### src/rtl/uart_pkg.sv
`default_nettype none
// ============================================================================
// Module   : uart_pkg
// Purpose  : Shared constants, types and helpers for the UART receive path.
//            Provides the baud divider / half-bit computations, the frame
//            length in sample ticks, the tick FSM encoding and a saturating
//            increment for the statistics counters.
// Revision : 1.0 - initial release
// ============================================================================
package uart_pkg;

    // Sample ticks per frame: start bit, 8 data bits, stop bit.
    localparam int FRAME_TICKS = 10;

    // Width of the statistics counters.
    localparam int CNT_W = 8;

    // Width of one received data byte.
    localparam int BYTE_W = 8;

    typedef enum logic [0:0] {
        TICK_IDLE = 1'b0,
        TICK_RUN  = 1'b1
    } tick_state_t;

    // Clock cycles per bit period.
    function automatic int calc_div(input int clk_freq_hz, input int baud_rate);
        return clk_freq_hz / baud_rate;
    endfunction

    // Offset from the start edge to the middle of the start bit (floor).
    function automatic int calc_half(input int div);
        return div / 2;
    endfunction

    // Increment that sticks at all-ones.
    function automatic logic [CNT_W-1:0] sat_inc(input logic [CNT_W-1:0] value);
        return (value == {CNT_W{1'b1}}) ? value : value + 1'b1;
    endfunction

endpackage
`default_nettype wire

### src/rtl/uart_byte_fifo.sv
`default_nettype none
// ============================================================================
// Module   : uart_byte_fifo
// Purpose  : Small synchronous FIFO for received bytes. Registered storage,
//            combinational head read, occupancy counter 0..DEPTH.
// Ports    : clk, rst_n (async, active-low), clear (sync flush)
//            push / push_data : write request and data
//            pop              : read request (ignored while empty)
//            full / empty     : status flags
//            level            : current occupancy
//            head             : oldest entry, 0 while empty
// Revision : 1.0 - initial release
// ============================================================================
module uart_byte_fifo #(
    parameter int DEPTH = 4,
    parameter int WIDTH = 8
) (
    input  logic                     clk,
    input  logic                     rst_n,
    input  logic                     clear,
    input  logic                     push,
    input  logic [WIDTH-1:0]         push_data,
    input  logic                     pop,
    output logic                     full,
    output logic                     empty,
    output logic [$clog2(DEPTH):0]   level,
    output logic [WIDTH-1:0]         head
);

    localparam int              AW       = $clog2(DEPTH);
    localparam int              LVL_W    = AW + 1;
    localparam logic [LVL_W-1:0] LVL_FULL = LVL_W'(DEPTH);

    logic [WIDTH-1:0] r_mem [DEPTH];
    logic [AW-1:0]    r_wr_ptr;
    logic [AW-1:0]    r_rd_ptr;
    logic [LVL_W-1:0] r_level;
    logic             w_do_push;
    logic             w_do_pop;

    assign full  = (r_level == LVL_FULL);
    assign empty = (r_level == '0);

    // A pop on an empty FIFO is void; a push into a full FIFO only lands when
    // the same cycle frees the head slot.
    assign w_do_pop  = pop && !empty && !clear;
    assign w_do_push = push && (!full || w_do_pop) && !clear;

    always_ff @(posedge clk or negedge rst_n) begin
        if (!rst_n) begin
            r_wr_ptr <= '0;
            r_rd_ptr <= '0;
            r_level  <= '0;
        end else if (clear) begin
            r_wr_ptr <= '0;
            r_rd_ptr <= '0;
            r_level  <= '0;
        end else begin
            if (w_do_push) begin
                r_wr_ptr <= r_wr_ptr + 1'b1;
            end
            if (w_do_pop) begin
                r_rd_ptr <= r_rd_ptr + 1'b1;
            end
            case ({w_do_push, w_do_pop})
                2'b10:   r_level <= r_level + 1'b1;
                2'b01:   r_level <= r_level - 1'b1;
                default: r_level <= r_level;
            endcase
        end
    end

    always_ff @(posedge clk) begin
        if (w_do_push) begin
            r_mem[r_wr_ptr] <= push_data;
        end
    end

    // Forcing zero while empty keeps the head defined after reset or flush
    // without needing a reset on the storage array.
    assign head  = empty ? '0 : r_mem[r_rd_ptr];
    assign level = r_level;

endmodule
`default_nettype wire

### src/rtl/uart_rx_ctrl.sv
`default_nettype none
// ============================================================================
// Module   : uart_rx_ctrl
// Purpose  : Receive-side controller for the UART sampler. Schedules the
//            mid-bit sample ticks, assembles sampled bits into bytes,
//            classifies frames and buffers good bytes in a FIFO.
// Ports    : clk, rst_n (async, active-low), clear (sync flush)
//            s_align, s_bit_valid, s_bit_data, s_framing_error,
//            s_frame_done, s_busy  : sampler status inputs
//            tick                  : registered sample strobe to sampler
//            out_valid/out_ready/out_data : byte stream to the consumer
//            level                 : FIFO occupancy
//            frame_err_cnt, glitch_cnt, overrun_cnt : saturating statistics
// Revision : 1.0 - initial release
// ============================================================================
module uart_rx_ctrl
    import uart_pkg::*;
#(
    parameter int CLK_FREQ_HZ = 1_600_000,
    parameter int BAUD_RATE   = 100_000,
    parameter int FIFO_DEPTH  = 4
) (
    input  logic                         clk,
    input  logic                         rst_n,
    input  logic                         clear,
    input  logic                         s_align,
    input  logic                         s_bit_valid,
    input  logic                         s_bit_data,
    input  logic                         s_framing_error,
    input  logic                         s_frame_done,
    input  logic                         s_busy,
    output logic                         tick,
    output logic                         out_valid,
    input  logic                         out_ready,
    output logic [BYTE_W-1:0]            out_data,
    output logic [$clog2(FIFO_DEPTH):0]  level,
    output logic [CNT_W-1:0]             frame_err_cnt,
    output logic [CNT_W-1:0]             glitch_cnt,
    output logic [CNT_W-1:0]             overrun_cnt
);

    localparam int               DIV       = calc_div(CLK_FREQ_HZ, BAUD_RATE);
    localparam int               HALF      = calc_half(DIV);
    localparam int               PH_W      = $clog2(DIV + 1);
    // The phase counter fires when it reaches 1 and the tick is registered,
    // so loading HALF-1 puts the first tick exactly HALF cycles after align.
    localparam logic [PH_W-1:0]  PH_FIRST  = PH_W'(HALF - 1);
    localparam logic [PH_W-1:0]  PH_RELOAD = PH_W'(DIV);
    localparam logic [PH_W-1:0]  PH_FIRE   = PH_W'(1);
    localparam logic [3:0]       LAST_TICK = 4'(FRAME_TICKS - 1);
    localparam logic [3:0]       FULL_BYTE = 4'(BYTE_W);

    // ------------------------------------------------------------------
    // Tick scheduler
    // ------------------------------------------------------------------
    tick_state_t     r_state;
    tick_state_t     w_state_nxt;
    logic [PH_W-1:0] r_phase;
    logic [PH_W-1:0] w_phase_nxt;
    logic [3:0]      r_tick_cnt;
    logic [3:0]      w_tick_cnt_nxt;
    logic            r_tick;
    logic            w_tick_nxt;

    always_ff @(posedge clk or negedge rst_n) begin
        if (!rst_n) begin
            r_state    <= TICK_IDLE;
            r_phase    <= '0;
            r_tick_cnt <= '0;
            r_tick     <= 1'b0;
        end else begin
            r_state    <= w_state_nxt;
            r_phase    <= w_phase_nxt;
            r_tick_cnt <= w_tick_cnt_nxt;
            r_tick     <= w_tick_nxt;
        end
    end

    always_comb begin
        w_state_nxt    = r_state;
        w_phase_nxt    = r_phase;
        w_tick_cnt_nxt = r_tick_cnt;
        w_tick_nxt     = 1'b0;
        if (clear) begin
            w_state_nxt    = TICK_IDLE;
            w_phase_nxt    = '0;
            w_tick_cnt_nxt = '0;
        end else begin
            case (r_state)
                TICK_IDLE: begin
                    if (s_align) begin
                        w_state_nxt    = TICK_RUN;
                        w_phase_nxt    = PH_FIRST;
                        w_tick_cnt_nxt = '0;
                    end
                end
                TICK_RUN: begin
                    if (r_phase == PH_FIRE) begin
                        w_tick_nxt     = 1'b1;
                        w_phase_nxt    = PH_RELOAD;
                        w_tick_cnt_nxt = r_tick_cnt + 1'b1;
                        if (r_tick_cnt == LAST_TICK) begin
                            w_state_nxt = TICK_IDLE;
                        end
                    end else if (!s_busy && !r_tick) begin
                        // Sampler gave up (start bit sampled high): stop.
                        w_state_nxt = TICK_IDLE;
                        w_phase_nxt = '0;
                    end else begin
                        w_phase_nxt = r_phase - 1'b1;
                    end
                end
                default: begin
                    w_state_nxt = TICK_IDLE;
                end
            endcase
        end
    end

    assign tick = r_tick;

    // ------------------------------------------------------------------
    // Byte assembler (LSB first)
    // ------------------------------------------------------------------
    logic [BYTE_W-1:0] r_shreg;
    logic [3:0]        r_bit_cnt;

    always_ff @(posedge clk or negedge rst_n) begin
        if (!rst_n) begin
            r_shreg   <= '0;
            r_bit_cnt <= '0;
        end else if (clear || s_align) begin
            r_shreg   <= '0;
            r_bit_cnt <= '0;
        end else if (s_bit_valid) begin
            r_shreg <= {s_bit_data, r_shreg[BYTE_W-1:1]};
            // Saturate so a runaway bit stream can never wrap back to 8.
            if (r_bit_cnt != 4'hF) begin
                r_bit_cnt <= r_bit_cnt + 1'b1;
            end
        end
    end

    // ------------------------------------------------------------------
    // Frame classification and FIFO
    // ------------------------------------------------------------------
    logic w_good;
    logic w_bad;
    logic w_glitch;
    logic w_overrun;
    logic w_pop;
    logic w_full;
    logic w_empty;
    logic r_ferr_d;

    assign w_good    = s_frame_done && !s_framing_error && (r_bit_cnt == FULL_BYTE);
    assign w_bad     = s_frame_done && !w_good;
    assign w_glitch  = s_framing_error && !r_ferr_d && !s_frame_done;
    assign w_pop     = out_valid && out_ready;
    assign w_overrun = w_good && w_full && !w_pop;
    assign out_valid = !w_empty;

    uart_byte_fifo #(
        .DEPTH (FIFO_DEPTH),
        .WIDTH (BYTE_W)
    ) u_fifo (
        .clk       (clk),
        .rst_n     (rst_n),
        .clear     (clear),
        .push      (w_good),
        .push_data (r_shreg),
        .pop       (w_pop),
        .full      (w_full),
        .empty     (w_empty),
        .level     (level),
        .head      (out_data)
    );

    logic [CNT_W-1:0] r_ferr_cnt;
    logic [CNT_W-1:0] r_glitch_cnt;
    logic [CNT_W-1:0] r_ovr_cnt;

    always_ff @(posedge clk or negedge rst_n) begin
        if (!rst_n) begin
            r_ferr_d     <= 1'b0;
            r_ferr_cnt   <= '0;
            r_glitch_cnt <= '0;
            r_ovr_cnt    <= '0;
        end else if (clear) begin
            r_ferr_d     <= 1'b0;
            r_ferr_cnt   <= '0;
            r_glitch_cnt <= '0;
            r_ovr_cnt    <= '0;
        end else begin
            r_ferr_d <= s_framing_error;
            if (w_bad) begin
                r_ferr_cnt <= sat_inc(r_ferr_cnt);
            end
            if (w_glitch) begin
                r_glitch_cnt <= sat_inc(r_glitch_cnt);
            end
            if (w_overrun) begin
                r_ovr_cnt <= sat_inc(r_ovr_cnt);
            end
        end
    end

    assign frame_err_cnt = r_ferr_cnt;
    assign glitch_cnt    = r_glitch_cnt;
    assign overrun_cnt   = r_ovr_cnt;

endmodule
`default_nettype wire

### config.mk
export PLATFORM = sky130hd
export DESIGN_NAME = uart_rx_ctrl
export DESIGN_NICKNAME = d
export VERILOG_FILES = /design/src/rtl/uart_pkg.sv /design/src/rtl/uart_byte_fifo.sv /design/src/rtl/uart_rx_ctrl.sv
export SDC_FILE = /design/constraint.sdc
export NUM_CORES = 1
export LEC_CHECK = 0
export ABC_AREA = 1
export BUFFER_PORTS_ARGS = -buffer_cell sky130_fd_sc_hd__buf_2
export CAP_MARGIN = 10
export CORE_ASPECT_RATIO = 1.4
export CORE_UTILIZATION = 53
export DETAILED_ROUTE_END_ITERATION = 7
export GPL_ROUTABILITY_DRIVEN = 0
export PLACE_DENSITY = 0.76
export SETUP_SLACK_MARGIN = 0.1
export SYNTH_ARGS = -nofsm -noshare
export SYNTH_HDL_FRONTEND = slang
export SYNTH_SLANG_ARGS = --single-unit
### constraint.sdc
create_clock -name clk -period 1.8 [get_ports clk]
set_input_delay 0 -clock clk [delete_from_list [all_inputs] [get_ports clk]]
set_output_delay 0 -clock clk [all_outputs]
set_load 0.01 [all_outputs]
==> results.rst <==
.. list-table::
   :header-rows: 1

   * - Metric
     - Value
   * - Place WS
     - -0.0393 ns
   * - Crit end category
     - flop
   * - Fill cell total of the finished layout
     - 645
   * - Most frequently used cell type in the post-synthesis netlist
     - nand2_1
   * - Synthesis-stage register bit count
     - 87
   * - Share of the synthesized area in the top cell type
     - 31.3%
   * - Net load switching power
     - 1.41 mW
   * - Mapped cell area
     - 4400 sq um
   * - Clock power share
     - 31.7%
   * - Number of warnings reported in the yosys synthesis log
     - 0
   * - Core Footprint
     - 7890 sq um
   * - Worst Skew
     - 0.0102 ns
   * - Combinational share of power
     - 21.2%
   * - Ratio of cells with drive above 1 in the final layout
     - 22.5%
   * - Proportion of synthesized chip area in sequential cells
     - 53.2%
   * - Via count
     - 3518
   * - CP bufs+invs
     - 1
   * - Number of pins with negative max-slew slack in the final report
     - 0
   * - Worst rel slew slack
     - 67.6%
   * - TritonCTS clock tree
     - done
   * - M3 GR Usage
     - 5.15%
   * - Root buffer cell
     - clkbuf_8
   * - VDD IR max
     - 0.527 mV
   * - Result of the run
     - finished clean
   * - Cell count after synthesis
     - 486
   * - Worst path max stage delay
     - 0.41 ns
   * - Clock Pin Slew Worst Setup and Hold Paths
     - 0.09 ns
   * - Largest net degree at the start of global routing
     - 46
   * - Fraction of power spent switching nets
     - 30.0%
   * - Global-route wire length before repair
     - 15000 um
   * - Endpoints failing setup
     - 0
   * - Routing usage on met1
     - 25.9%
   * - Number of ports placed on the die boundary
     - 47
   * - Grt peak-use layer
     - met2
   * - CTS H-tree lvls
     - 3
   * - Die area
     - 8670 sq um
   * - Maximum count of clock buffers along a single path
     - 2
   * - Post-route total power
     - 4.68 mW
   * - Number of global-route vias before repair
     - 3360
   * - Most instantiated cells after synthesis
     - nand2_1 (85), nor2_1 (70), dfrtp_1 (55), inv_1 (46), nand3_1 (40)
   * - Count of antenna-violating nets left after detailed routing
     - 0
   * - Setup crit start kind
     - flop
   * - Top cell family by delay on the critical path
     - simple AND/OR/NAND/NOR gates
   * - Final hold violation count
     - 0
   * - Power share of the sequential group
     - 47.2%
   * - Setup repair after global routing missed its margin
     - yes
   * - Mean instance size in the synthesized netlist
     - 9.04 sq um
   * - Post-Syn Nets
     - 510
   * - Layout area overhead
     - 19.2%
   * - Number of CTS-inserted buffers
     - 9
   * - DRC
     - 0
   * - Wirelength per Cell
     - 13.9 um
   * - Met2 usage
     - 40.4%
   * - GRT overflow
     - 0
   * - Period Utilization, post-route
     - 99.9%
   * - Library cells used by synthesis
     - 38
   * - Dominant register cell in the synthesized netlist
     - dfrtp_1
   * - Leakage component of the power
     - 2.41 nW
   * - Finished Layout Cells
     - 664
   * - Sinks on Clock Net
     - 87
   * - Starting DRC count in detailed routing
     - 207
   * - Crit Path Max Fanout
     - 3
   * - Kind of critical path
     - reg2reg
   * - Total Nets Final
     - 583
   * - Height of the die
     - 110 um
   * - Initial Utilization
     - 55.7%
   * - Cell breakdown of the critical path
     - inv_2, ha_4, nand3_4, nor2_4, nor2_4, fa_2, xor2_2, nor2_1, nor2_1, nand3_1, nand2_1
   * - Via density
     - 5.30
   * - Skew-Pair Late Insertion Delay
     - 0.36 ns
   * - Worst hold path type
     - in2reg
   * - Internal power component
     - 3.28 mW
   * - Estimated wirelength of the detail-placed design
     - 6450 um
   * - Worst-margin pin slew
     - 0.486 ns
   * - Total inserted antenna cells
     - 0
   * - Critical Path Slowest Stage Cell
     - dfrtp_1
   * - Count of flip-flops with a built-in enable after synthesis
     - 32
   * - Number of antenna violations at the first check in global routing
     - 0
   * - Tot GR Track Use
     - 22.7%
   * - Final routed wirelength across all metal layers
     - 9240 um
   * - Post-route minimum period
     - 1.80 ns
   * - Top cells by area, synth
     - dfrtp_1 (31%), edfxtp_1 (22%), nand2_1 (7.3%)
   * - Max Clk Rate
     - 556 MHz
   * - Share of the core filled with cells in the final layout
     - 66.4%
   * - Setup ws final
     - 0.00216 ns
   * - DRT Pass-1 Iters
     - 5
   * - Power per cell area
     - 893 nW/um^2
   * - Cell type with the highest aggregate area in the netlist
     - dfrtp_1
   * - Floorplan die width
     - 79.0 um
   * - Input/output buffers
     - 46
   * - Required arrival time at the worst endpoint
     - 2.05 ns
   * - Total placed cells including tap cells
     - 634
   * - Endpoint arrival time on the critical path
     - 2.05 ns
   * - # rows
     - 38
   * - Max Cap Viol
     - 0
   * - Ys async rst share
     - 63.2%
==> logic make-up after synthesis <==
group	share of synthesized area, %
compound gates	9.31
xor+xnor	2.59
fa+ha+maj	4.16
buf+inv	6.43
flops	53.2
mux	0.228
simple gates	24.1
==> layer usage <==
layer | vias to the layer above | wire (um)
met3 | 14 | 362
li1 | 1758 | -
met1 | 1678 | 3800
met5 | - | 0
met4 | 0 | 173
met2 | 68 | 4900
==> power groups by stage <==
| stage | logic (mW) | clock network (mW) | registers [mW] |
|---|---|---|---|
| after global routing | 1.10 | 1.59 | 2.22 |
| after detailed placement | 0.939 | 0 | 2.24 |
| after global placement | 0.919 | 0 | 2.24 |
| final | 0.990 | 1.48 | 2.21 |
| after CTS | 0.978 | 1.52 | 2.21 |
| after floorplan | 0.589 | 0 | 2.25 |
==> cell type report <==
type                    instances  area (sq um)  share of cell area (%)
clock inverters                 7          95.1                    1.82
repair buffers                 74           485                    9.27
multi-input cells             336          1870                    35.8
well taps                     100           125                    2.39
inverters                      51           193                    3.68
flip-flops and latches         87          2340                    44.7
clock buffers                   9           124                    2.36
==> worst min-delay path: stages <==
cell and delay [ns]:
buf_2 0.07, or2_2 0.10, o211ai_1 0.09, o211ai_1 0.08
==> cells in the final DEF, fill, tap and decap left out, types with 2 or more instances in the layout <==
cell type	count
inv_6	2
nor3_1	7
nand2_4	3
o31ai_1	2
or2_2	3
nor2_1	65
clkinv_2	2
nand3_2	2
buf_4	16
a211oi_1	2
o21ai_0	37
xor2_1	9
inv_2	7
bufinv_16	2
nand3b_1	3
a21oi_1	22
nand2_1	84
nand4_1	8
dlygate4sd3_1	7
dfrtp_2	5
buf_2	46
ha_1	12
edfxtp_1	32
nand3_1	39
o211ai_1	4
buf_6	4
clkbuf_8	9
o21ai_1	3
xnor2_1	3
o22ai_1	2
nor2_2	3
inv_1	43
nand3_4	2
nor2_4	7
dfrtp_1	50
nand2_2	5
==> through the flow <==
step                      setup TNS, ns  area, sq um  hold WS (ns)
after floorplan                       0         4440        -0.296
after global placement                0         4830        -0.108
after detailed placement        -0.0393         4830        -0.101
after CTS                             0         5160       0.00680
after global routing              -1.21         5240        0.0235
final                                 0         5240        0.0246
==> worst paths after layout <==
check / endpoint / cells past startpoint / slack [ns] / from
max: u_fifo.level[2] / 11 / 0.002 / r_bit_cnt[0]
min: r_phase[4] / 4 / 0.02 / s_busy
max reg2reg: u_fifo.level[2] / 11 / 0.002 / r_bit_cnt[0]
min reg2reg: u_fifo.r_wr_ptr[0] / 1 / 0.55 / u_fifo.r_wr_ptr[0]
max in group asynchronous: u_fifo.r_rd_ptr[1] / 3 / 1.20 / rst_n
min in group asynchronous: r_phase[0] / 2 / 0.05 / rst_n
==> repair_timing <==
item | in CTS | in global routing
pin swaps | 4 | 3
hold endpoints to repair | 66 | 0
hold buffers | 7 | 0
setup buffers | 3 | 4
gates resized for setup | 6 | 14
cloned | 0 | 0
setup endpoints to repair | 41 | 40
==> registers in the layout (all words and copies together) (netlist names), 2 cells and up <==
name and flops:
r_tick_cnt 4, r_phase 5, glitch_cnt 8, frame_err_cnt 8, u_fifo.level 3, u_fifo.r_wr_ptr 2, r_bit_cnt 4, u_fifo.r_rd_ptr 2
overrun_cnt 8, u_fifo.r_mem 32, r_shreg 8
(Power assumes the default switching activity.)
